`src/rtl/micro_sequencer_pkg.sv`:
```
// Shared control-unit definitions: micro-address geometry, next-address select
// encodings, error codes and sequencer state encodings.
package micro_sequencer_pkg;

    localparam int UADDR_W    = 5;
    localparam int FETCH_ADDR = 0;
    // Must agree with the default output of the opcode map.
    localparam int NOMAP_ADDR = 31;

    localparam logic [2:0] NS_INC  = 3'b000;
    localparam logic [2:0] NS_MAP  = 3'b001;
    localparam logic [2:0] NS_JMP  = 3'b010;
    localparam logic [2:0] NS_JZ   = 3'b011;
    localparam logic [2:0] NS_JNZ  = 3'b100;
    localparam logic [2:0] NS_CALL = 3'b101;
    localparam logic [2:0] NS_RET  = 3'b110;
    localparam logic [2:0] NS_HALT = 3'b111;

    localparam logic [1:0] ERR_NONE  = 2'b00;
    localparam logic [1:0] ERR_NOMAP = 2'b01;
    localparam logic [1:0] ERR_OVFL  = 2'b10;
    localparam logic [1:0] ERR_UNFL  = 2'b11;

    typedef enum logic [1:0] {
        ST_RUN  = 2'b00,
        ST_WAIT = 2'b01,
        ST_HALT = 2'b10
    } seq_state_t;

endpackage

```
`src/rtl/micro_sequencer_ret_stack.sv`:
```
// Return-address LIFO. Implemented as a shift stack so the top entry is always
// slot 0 and no occupancy-indexed read mux is needed.
module ret_stack #(
    parameter int DEPTH = 2,
    parameter int W     = 5,
    parameter int CW    = $clog2(DEPTH + 1)
) (
    input  logic          clk,
    input  logic          rst,
    input  logic          push,
    input  logic          pop,
    input  logic [W-1:0]  din,
    output logic [W-1:0]  dout,
    output logic          full,
    output logic          empty,
    output logic [CW-1:0] count
);

    localparam logic [CW-1:0] FULL_CNT = CW'(DEPTH);

    logic [W-1:0]  mem [DEPTH];
    logic [CW-1:0] cnt_q;

    always_ff @(posedge clk) begin
        if (rst) begin
            cnt_q <= '0;
        end else if (push && (cnt_q != FULL_CNT)) begin
            cnt_q <= cnt_q + 1'b1;
        end else if (pop && (cnt_q != '0)) begin
            cnt_q <= cnt_q - 1'b1;
        end
    end

    // Entries carry no reset; occupancy alone decides what is valid.
    always_ff @(posedge clk) begin
        if (push && (cnt_q != FULL_CNT)) begin
            for (int i = DEPTH - 1; i > 0; i--) begin
                mem[i] <= mem[i-1];
            end
            mem[0] <= din;
        end else if (pop && (cnt_q != '0)) begin
            for (int i = 0; i < DEPTH - 1; i++) begin
                mem[i] <= mem[i+1];
            end
        end
    end

    assign dout  = mem[0];
    assign full  = (cnt_q == FULL_CNT);
    assign empty = (cnt_q == '0);
    assign count = cnt_q;

endmodule

```
`src/rtl/micro_sequencer.sv`:
```
// Microprogram sequencer: owns the micro-PC, stalls on memory handshakes,
// supports call/return and halts with an error code on misuse.
module micro_sequencer
    import micro_sequencer_pkg::*;
#(
    parameter int UADDR_W     = micro_sequencer_pkg::UADDR_W,
    parameter int FETCH_ADDR  = micro_sequencer_pkg::FETCH_ADDR,
    parameter int NOMAP_ADDR  = micro_sequencer_pkg::NOMAP_ADDR,
    parameter int STACK_DEPTH = 2,
    parameter int SP_W        = $clog2(STACK_DEPTH + 1)
) (
    input  logic               clk,
    input  logic               rst,
    input  logic               en,
    input  logic [UADDR_W-1:0] map_addr,
    input  logic [2:0]         nxt_sel,
    input  logic [UADDR_W-1:0] jmp_addr,
    input  logic               zflag,
    input  logic               mem_req,
    input  logic               mem_ack,
    output logic [UADDR_W-1:0] upc,
    output logic               stall,
    output logic               halted,
    output logic [1:0]         err,
    output logic [SP_W-1:0]    sp
);

    localparam logic [UADDR_W-1:0] FETCH_UA = UADDR_W'(FETCH_ADDR);
    localparam logic [UADDR_W-1:0] NOMAP_UA = UADDR_W'(NOMAP_ADDR);

    seq_state_t         state_q, state_d;
    logic [UADDR_W-1:0] upc_q, upc_d;
    logic [1:0]         err_q, err_d;
    logic [UADDR_W-1:0] upc_inc;
    logic [UADDR_W-1:0] stk_top;
    logic               stk_push, stk_pop, stk_full, stk_empty;
    logic               apply;

    assign upc_inc = upc_q + 1'b1;

    // The rule fires on an enabled edge in RUN unless the access is still
    // outstanding, or in WAIT once the ack arrives.
    assign apply = en && (((state_q == ST_RUN) && !(mem_req && !mem_ack)) ||
                          ((state_q == ST_WAIT) && mem_ack));

    always_comb begin
        state_d  = state_q;
        upc_d    = upc_q;
        err_d    = err_q;
        stk_push = 1'b0;
        stk_pop  = 1'b0;
        if (en && (state_q == ST_RUN) && mem_req && !mem_ack) begin
            state_d = ST_WAIT;
        end else if (apply) begin
            state_d = ST_RUN;
            case (nxt_sel)
                NS_INC: upc_d = upc_inc;
                NS_MAP: begin
                    if (map_addr == NOMAP_UA) begin
                        state_d = ST_HALT;
                        err_d   = ERR_NOMAP;
                    end else begin
                        upc_d = map_addr;
                    end
                end
                NS_JMP: upc_d = jmp_addr;
                NS_JZ:  upc_d = zflag ? jmp_addr : upc_inc;
                NS_JNZ: upc_d = zflag ? upc_inc : jmp_addr;
                NS_CALL: begin
                    if (stk_full) begin
                        state_d = ST_HALT;
                        err_d   = ERR_OVFL;
                    end else begin
                        stk_push = 1'b1;
                        upc_d    = jmp_addr;
                    end
                end
                NS_RET: begin
                    if (stk_empty) begin
                        state_d = ST_HALT;
                        err_d   = ERR_UNFL;
                    end else begin
                        stk_pop = 1'b1;
                        upc_d   = stk_top;
                    end
                end
                default: begin
                    state_d = ST_HALT;
                    err_d   = ERR_NONE;
                end
            endcase
        end
    end

    always_ff @(posedge clk) begin
        if (rst) begin
            state_q <= ST_RUN;
            upc_q   <= FETCH_UA;
            err_q   <= ERR_NONE;
        end else begin
            state_q <= state_d;
            upc_q   <= upc_d;
            err_q   <= err_d;
        end
    end

    ret_stack #(
        .DEPTH (STACK_DEPTH),
        .W     (UADDR_W),
        .CW    (SP_W)
    ) u_ret_stack (
        .clk   (clk),
        .rst   (rst),
        .push  (stk_push),
        .pop   (stk_pop),
        .din   (upc_inc),
        .dout  (stk_top),
        .full  (stk_full),
        .empty (stk_empty),
        .count (sp)
    );

    assign upc    = upc_q;
    assign err    = err_q;
    assign stall  = (state_q == ST_WAIT);
    assign halted = (state_q == ST_HALT);

endmodule
```
`config.mk`:
```
export PLATFORM = sky130hd
export DESIGN_NAME = micro_sequencer
export DESIGN_NICKNAME = d
export VERILOG_FILES = /design/src/rtl/micro_sequencer_pkg.sv /design/src/rtl/micro_sequencer_ret_stack.sv /design/src/rtl/micro_sequencer.sv
export SDC_FILE = /design/constraint.sdc
export NUM_CORES = 1
export LEC_CHECK = 0
export BUFFER_PORTS_ARGS = -buffer_cell sky130_fd_sc_hd__buf_2
export CORE_MARGIN = 3
export CORE_UTILIZATION = 57
export CTS_CLUSTER_SIZE = 25
export DETAILED_ROUTE_END_ITERATION = 6
export PLACE_DENSITY = 0.84
export SETUP_SLACK_MARGIN = 0.15
export SLEW_MARGIN = 20
export SYNTH_ARGS = -nofsm -noshare
export SYNTH_HDL_FRONTEND = slang
export SYNTH_SLANG_ARGS = --single-unit
```
`constraint.sdc`:
```
create_clock -name clk -period 4.2 [get_ports clk]
set_input_delay 0.84 -clock clk [delete_from_list [all_inputs] [get_ports clk]]
set_output_delay 0.84 -clock clk [all_outputs]
set_load 0.01 [all_outputs]
```
==> impl_metrics.tcl, run 1 <==
set metrics [dict create \
    outcome "complete, no violations" \
    vdd_drop_max_mv 0.213 \
    hpwl_mm 2.25 \
    clock_sinks 21 \
    grt_pass1_wl_mm 5.04 \
    portBuffers 29 \
    p_per_area_mw_per_mm2 276 \
    die_h_um 54.0 \
    clockBufferDepth 2 \
    max_slew_margin_pct 64.4 \
    post_cts_buffers 0 \
    rsz0062_at_grt "false" \
    synth_top_family_by_area "compound AO/OA/AOI/OAI gates" \
    drtIter0Drc 22 \
    synth_xor_xnor_area_share_pct 4.00 \
    firstDrtPassIters 4 \
    maxCapViolCount 0 \
    ant_nets 0 \
    antenna_found_initial 0 \
    globalRouteOverflowTotal 0 \
    timing.fmax_mhz 466 \
    synth_compound_area_share_pct 27.7 \
    nets 188 \
    h-tree-depth 1 \
    final_core_util_pct 72.3 \
    synthSimpleGateAreaFrac_pct 22.5 \
    muxShareOfSynthArea_pct 1.62 \
    p_int_w 0.000291 \
    finClkSkew_ns 0.00977 \
    num_rows 16 \
    cts_buffers 3 \
    synthDistinctLibCells 49 \
    setup_slack_ns 2.06 \
    hold_buffers 0 \
    core-area_mm2 0.00206 \
    synthToLayoutAreaGrowth_pct 13.6 \
    drive_above_1_share_pct 28.1 \
    ys_seq_elements 21 \
    worstReg2RegEnd "u_ret_stack.count[0]$_SDFFE_PP0P_" \
    route.detailed.drc 0 \
    dieWidth_um 54.0 \
    vias_per_cell 5.89 \
    grt_max_degree 20 \
    leakagePower_nw 0.569 \
    clock-root-buffer "clkbuf_4" \
    start_kind "primary input" \
    clk_pin_slew_ns 0.11 \
    netlist_area_mm2 0.00131 \
    wl_per_cell_um 15.3 \
    track_usage_pct 24.0 \
    async_flop_share_pct 0 \
    ys_seq_area_share_pct 39.7 \
    critPathRequiredTime_ns 4.40 \
    synthFlopType "dfxtp_1" \
    clkPwrFrac_pct 24.2 \
    vias 1142 \
    globalplace.congestion 0.828 \
    critical_path_class "primary input to register" \
    share_comb_of_total_power_pct 20.2 \
    reg2reg_depth 5 \
    cts_tree "yes" \
    crit_path_end "u_ret_stack.count[0]$_SDFFE_PP0P_" \
    fin_setup_tns_ns 0 \
    synthCells 139 \
    worst_pin_slew_ns 0.533 \
    clk_latency_ns 0.31 \
    synth_warnings 0 \
    setup_viol 0 \
    p_seq_share_pct 55.6 \
    ff2ff_setup_slack_ns 2.40 \
    holdWs_ns 0.485 \
    die-area_mm2 0.00291 \
    switchingPower_w 0.000120 \
    syn_area_per_cell_um2 9.44 \
    n_antenna_cell 0 \
    first_global_vias 1044 \
    r2r-start "state_q[1]$_SDFFE_PP0N_" \
    fin_crit_sh_pct 51.0 \
    wl_mm 2.97 \
    syn-num-nets 159 \
    swShare_pct 29.2 \
    start_util_pct 63.7 \
    worst_ep_arrival_time_ns 2.34 \
    hp-class "register to register" \
    period_minus_slack_ns 2.14 \
    end_kind "register" \
    hold_violations 0 \
    crit_path_max_fanout 14 \
    synth_edf_count 10 \
    ios 30 \
    synthAdderAreaFrac_pct 0.953 \
    dp_slack_ns 1.75 \
    cp-startpoint "nxt_sel[0]" \
    finalMaxSlewViolations 0 \
    cts_resized 0 \
]
==> registers in the layout, summed over array words and instances (netlist names) <==
register,cells
err,2
u_ret_stack.count,2
upc,5
state_q,2
u_ret_stack.mem,10
==> metrics by stage <==
step	power (W)	cell area, um^2	std cells
6_report	0.000411	1490	194
5_1_grt	0.000433	1490	194
4_1_cts	0.000414	1490	194
3_5_place_dp	0.000315	1460	190
3_3_place_gp	0.000312	1460	190
2_1_floorplan	0.000288	1310	139
==> cells in the final DEF, fill, tap and decap left out, types with 2 or more instances in the layout <==
cell / n
a211oi_1: 3
xnor2_1: 4
o21ai_0: 12
nand2b_1: 2
and3_1: 2
inv_1: 5
a32o_1: 2
nor2b_1: 9
dfxtp_1: 11
nor2_1: 8
buf_2: 29
a21oi_1: 8
a22oi_1: 3
edfxtp_1: 10
xor2_1: 2
nand2_1: 17
a211oi_2: 2
clkbuf_4: 3
nand3_1: 3
nand4_1: 2
o21ai_2: 2
==> worst min-delay path by stage <==
stage / from / end / depth (start not counted)
after floorplan: u_ret_stack.mem[0][2]$_DFFE_PP_ / u_ret_stack.mem[1][2]$_DFFE_PP_ / 0
after global placement: u_ret_stack.mem[0][2]$_DFFE_PP_ / u_ret_stack.mem[1][2]$_DFFE_PP_ / 0
after detailed placement: u_ret_stack.mem[0][2]$_DFFE_PP_ / u_ret_stack.mem[1][2]$_DFFE_PP_ / 0
after CTS: u_ret_stack.mem[0][1]$_DFFE_PP_ / u_ret_stack.mem[1][1]$_DFFE_PP_ / 0
after global routing: u_ret_stack.mem[0][1]$_DFFE_PP_ / u_ret_stack.mem[1][1]$_DFFE_PP_ / 0
final: err[1]$_SDFFE_PP0P_ / err[1]$_SDFFE_PP0P_ / 2
==> logic make-up after synthesis <==
group,Yosys count
simple gates,52
compound gates,47
flops,21
buf+inv,10
xor+xnor,6
mux,2
fa+ha+maj,1
==> power groups by stage <==
stage               sequential [W]  combinational (W)  clock [W]
global placement          0.000233          0.0000792          0
floorplan                 0.000233          0.0000553          0
CTS                       0.000228          0.0000823   0.000103
detailed placement        0.000233          0.0000819          0
finish                    0.000229          0.0000831  0.0000997
global route              0.000230          0.0000919   0.000111
==> layer usage <==
| metal | part of all wire, % | GRT usage (%) | vias up | wire length, um |
|---|---|---|---|---|
| met5 | 0 | 0 | - | 0 |
| met4 | 0.24 | 6.22 | 0 | 7 |
| met3 | 5.4 | 4.99 | 2 | 160 |
| met2 | 48 | 38.1 | 36 | 1420 |
| met1 | 46 | 33.2 | 529 | 1370 |
| li1 | - | - | 575 | - |
==> area by class of cell <==
cell class / instances / area (um^2)
clock buffers: 3 / 22.5
inverters: 5 / 18.8
flip-flops and latches: 21 / 520
clock inverters: 1 / 5.00
multi-input cells: 108 / 746
repair buffers: 29 / 145
fillers: 170 / 571
well taps: 27 / 33.8
==> Yosys cell counts, drive strengths merged (2+ instances only) <==
cell type | instances | area [um^2]
nand2b | 2 | 12.5
o21ai | 15 | 82.6
nand3 | 3 | 15.0
a32o | 2 | 20.0
o311ai | 2 | 17.5
edfxtp | 10 | 300
dfxtp | 11 | 220
xor2 | 2 | 17.5
and3 | 2 | 12.5
nand2 | 17 | 63.8
nor2b | 9 | 56.3
nor3 | 2 | 21.3
buf | 3 | 20.0
clkbuf | 2 | 7.51
a21oi | 9 | 56.3
xnor2 | 4 | 35.0
inv | 5 | 18.8
nand4 | 2 | 12.5
a211oi | 5 | 47.5
a22oi | 3 | 22.5
nor2 | 8 | 30.0
==> critical path, stage by stage <==
cell and delay [ns]:
buf_2 0.26, nor2b_1 0.29, o221ai_2 0.23, nor2_1 0.47, xnor2_1 0.19, nor2_1 0.06
No activity file was read; power rests on OpenSTA's default activity.
==> run 2: changes to the inputs <==
CORE_UTILIZATION = 48   (was 57)
PLACE_DENSITY = 0.75   (was 0.84)
clock period = 1.75 ns   (was 4.2 ns; I/O delays follow)
==> run 2 against run 1 <==
Compared with the run above:
- clock power grew 140%
- largest power group unchanged
- flip-flop and latch count is the same
- global-route usage shrank 4.8 points
- critical path depth shrank 1
- utilization shrank 8.7 points
- final area grew 8.6%
- highest routed layer unchanged
- cell count grew 7.7%
- combinational power grew to 2.8 times the previous value
- clock-buffer cell count is the same
- register-to-register slack lost 2.1 ns
- sequential power grew 140%
- sequential share of layout area shrank 2.7 points
==> impl_metrics.tcl, run 2 (synthesized netlist as in run 1, its figures left out) <==
set metrics [dict create \
    vdd_drop_max_mv 0.372 \
    worst_pin_slew_ns 0.365 \
    outcome "complete, no violations" \
    grt_pass1_wl_mm 5.10 \
    wl_met1_mm 1.44 \
    reg2reg_depth 5 \
    wl_met3_um 138 \
    finalMaxSlewViolations 0 \
    cts_tree "yes" \
    wl_met2_mm 1.51 \
    final_common_cell "buf_2" \
    clock-root-buffer "clkbuf_4" \
    antenna_found_initial 0 \
    worst_ep_arrival_time_ns 1.69 \
    leakagePower_nw 0.635 \
    die_h_um 58.3 \
    portBuffers 29 \
    top_register "u_ret_stack.mem" \
    clock_sinks 21 \
    finClkSkew_ns 0.00188 \
    layout_common_cells "buf_2 (29), nand2_1 (16), o21ai_0 (12), buf_4 (12)" \
    h-tree-depth 1 \
    ios 30 \
    hpwl_mm 2.45 \
    ff2ff_setup_slack_ns 0.26 \
    start_kind "register" \
    hp-class "primary input to register" \
    dr.max_layer_used "met4" \
    worstReg2RegEnd "upc[4]$_SDFFE_PP0P_" \
    cts_resized 0 \
    hold_buffers 0 \
    holdWs_ns 0.225 \
    synthToLayoutAreaGrowth_pct 23.4 \
    cts_buffers 3 \
    clk_latency_ns 0.30 \
    first_global_vias 1111 \
    nets 200 \
    max_slew_margin_pct 75.7 \
    track_usage_pct 19.2 \
    crit_path_max_fanout 7 \
    core-area_mm2 0.00254 \
    fin_crit_sh_pct 85.0 \
    start_util_pct 51.6 \
    dp_slack_ns 0.0134 \
    clk_pin_slew_ns 0.12 \
    fillCellCount 209 \
    p_per_area_mw_per_mm2 625 \
    dieWidth_um 58.3 \
    vias 1194 \
    globalRouteOverflowTotal 0 \
    rsz0062_at_grt "false" \
    dpl.cell_count 205 \
    period_minus_slack_ns 1.49 \
    critical_path_class "register to register" \
    crit_chain "xor2_2 > o221ai_4 > a21oi_4 > o21ai_2 > a32o_1" \
    firstDrtPassIters 4 \
    die-area_mm2 0.00340 \
    end_kind "register" \
    hold_violations 0 \
    cpPeakStageDelay_ns 0.38 \
    fin_setup_tns_ns 0 \
    drtIter0Drc 36 \
    grt_max_degree 20 \
    hp-start "mem_ack" \
    vias_per_cell 5.71 \
    slowest_stage "dfxtp_2" \
    num_rows 18 \
    drive_above_1_share_pct 36.3 \
    route.detailed.drc 0 \
    globalplace.congestion 0.828 \
    wl_mm 3.10 \
    post_cts_buffers 0 \
    final_cells 209 \
    wl_per_cell_um 14.8 \
    maxCapViolCount 0 \
    timing.fmax_mhz 672 \
    setup_viol 0 \
    r2r-start "u_ret_stack.count[1]$_SDFFE_PP0P_" \
    ant_nets 0 \
    n_antenna_cell 0 \
    setup_slack_ns 0.263 \
    largest_reg_flops 10 \
    clockBufferDepth 2 \
    hold_path_end "state_q[0]$_SDFFE_PP0P_" \
    critPathRequiredTime_ns 1.96 \
    whs_path_depth 2 \
]
run 2: routing by layer:
| layer | track usage, % | vias up |
|---|---|---|
| li1 | - | 599 |
| met1 | 27.3 | 559 |
| met2 | 30.8 | 34 |
| met3 | 2.63 | 2 |
| met4 | 4.97 | 0 |
| met5 | 0 | - |
run 2: final cells by class:
cell class / count / area, um^2 / share of cell area [%]
clock inverter: 1 / 5.00 / 0.309
clock buffer: 3 / 22.5 / 1.39
timing repair buffer: 41 / 235 / 14.5
sequential: 21 / 522 / 32.2
inverter: 5 / 18.8 / 1.16
tap: 30 / 37.5 / 2.32
multi-input combinational: 108 / 778 / 48.1
run 2: worst max-delay path by stage:
stage                                      start                              end  slack [ns]  depth (start not counted)
6_report       u_ret_stack.count[1]$_SDFFE_PP0P_              upc[4]$_SDFFE_PP0P_        0.26                          5
5_1_grt                  state_q[1]$_SDFFE_PP0N_              upc[4]$_SDFFE_PP0P_        0.19                          6
4_1_cts                  state_q[0]$_SDFFE_PP0P_              upc[2]$_SDFFE_PP0P_        0.17                          6
3_5_place_dp                          nxt_sel[0]              upc[2]$_SDFFE_PP0P_        0.01                          6
3_3_place_gp                          nxt_sel[0]              upc[3]$_SDFFE_PP0P_        0.08                          6
2_1_floorplan                         nxt_sel[2]  u_ret_stack.mem[0][2]$_DFFE_PP_        0.18                          5
run 2: worst max-delay path: cells and delay by family (launching register included):
kind            cells  cell delay (ns)
compound gates      4             0.84
flops               1             0.38
xor+xnor            1             0.17
run 2: through the flow:
step	area (um^2)	power (W)	util (%)
CTS	1590	0.00101	62.3
detailed placement	1560	0.000777	61.2
floorplan	1310	0.000692	-
global placement	1560	0.000770	61.2
finish	1620	0.00101	63.6
global route	1620	0.00106	63.6
run 2: power breakdown:
| group | switching [W] | total, W | internal, W |
|---|---|---|---|
| clock | 0.000151 | 0.000236 | 0.0000851 |
| sequential | 0.0000158 | 0.000546 | 0.000530 |
| combinational | 0.000127 | 0.000230 | 0.000103 |
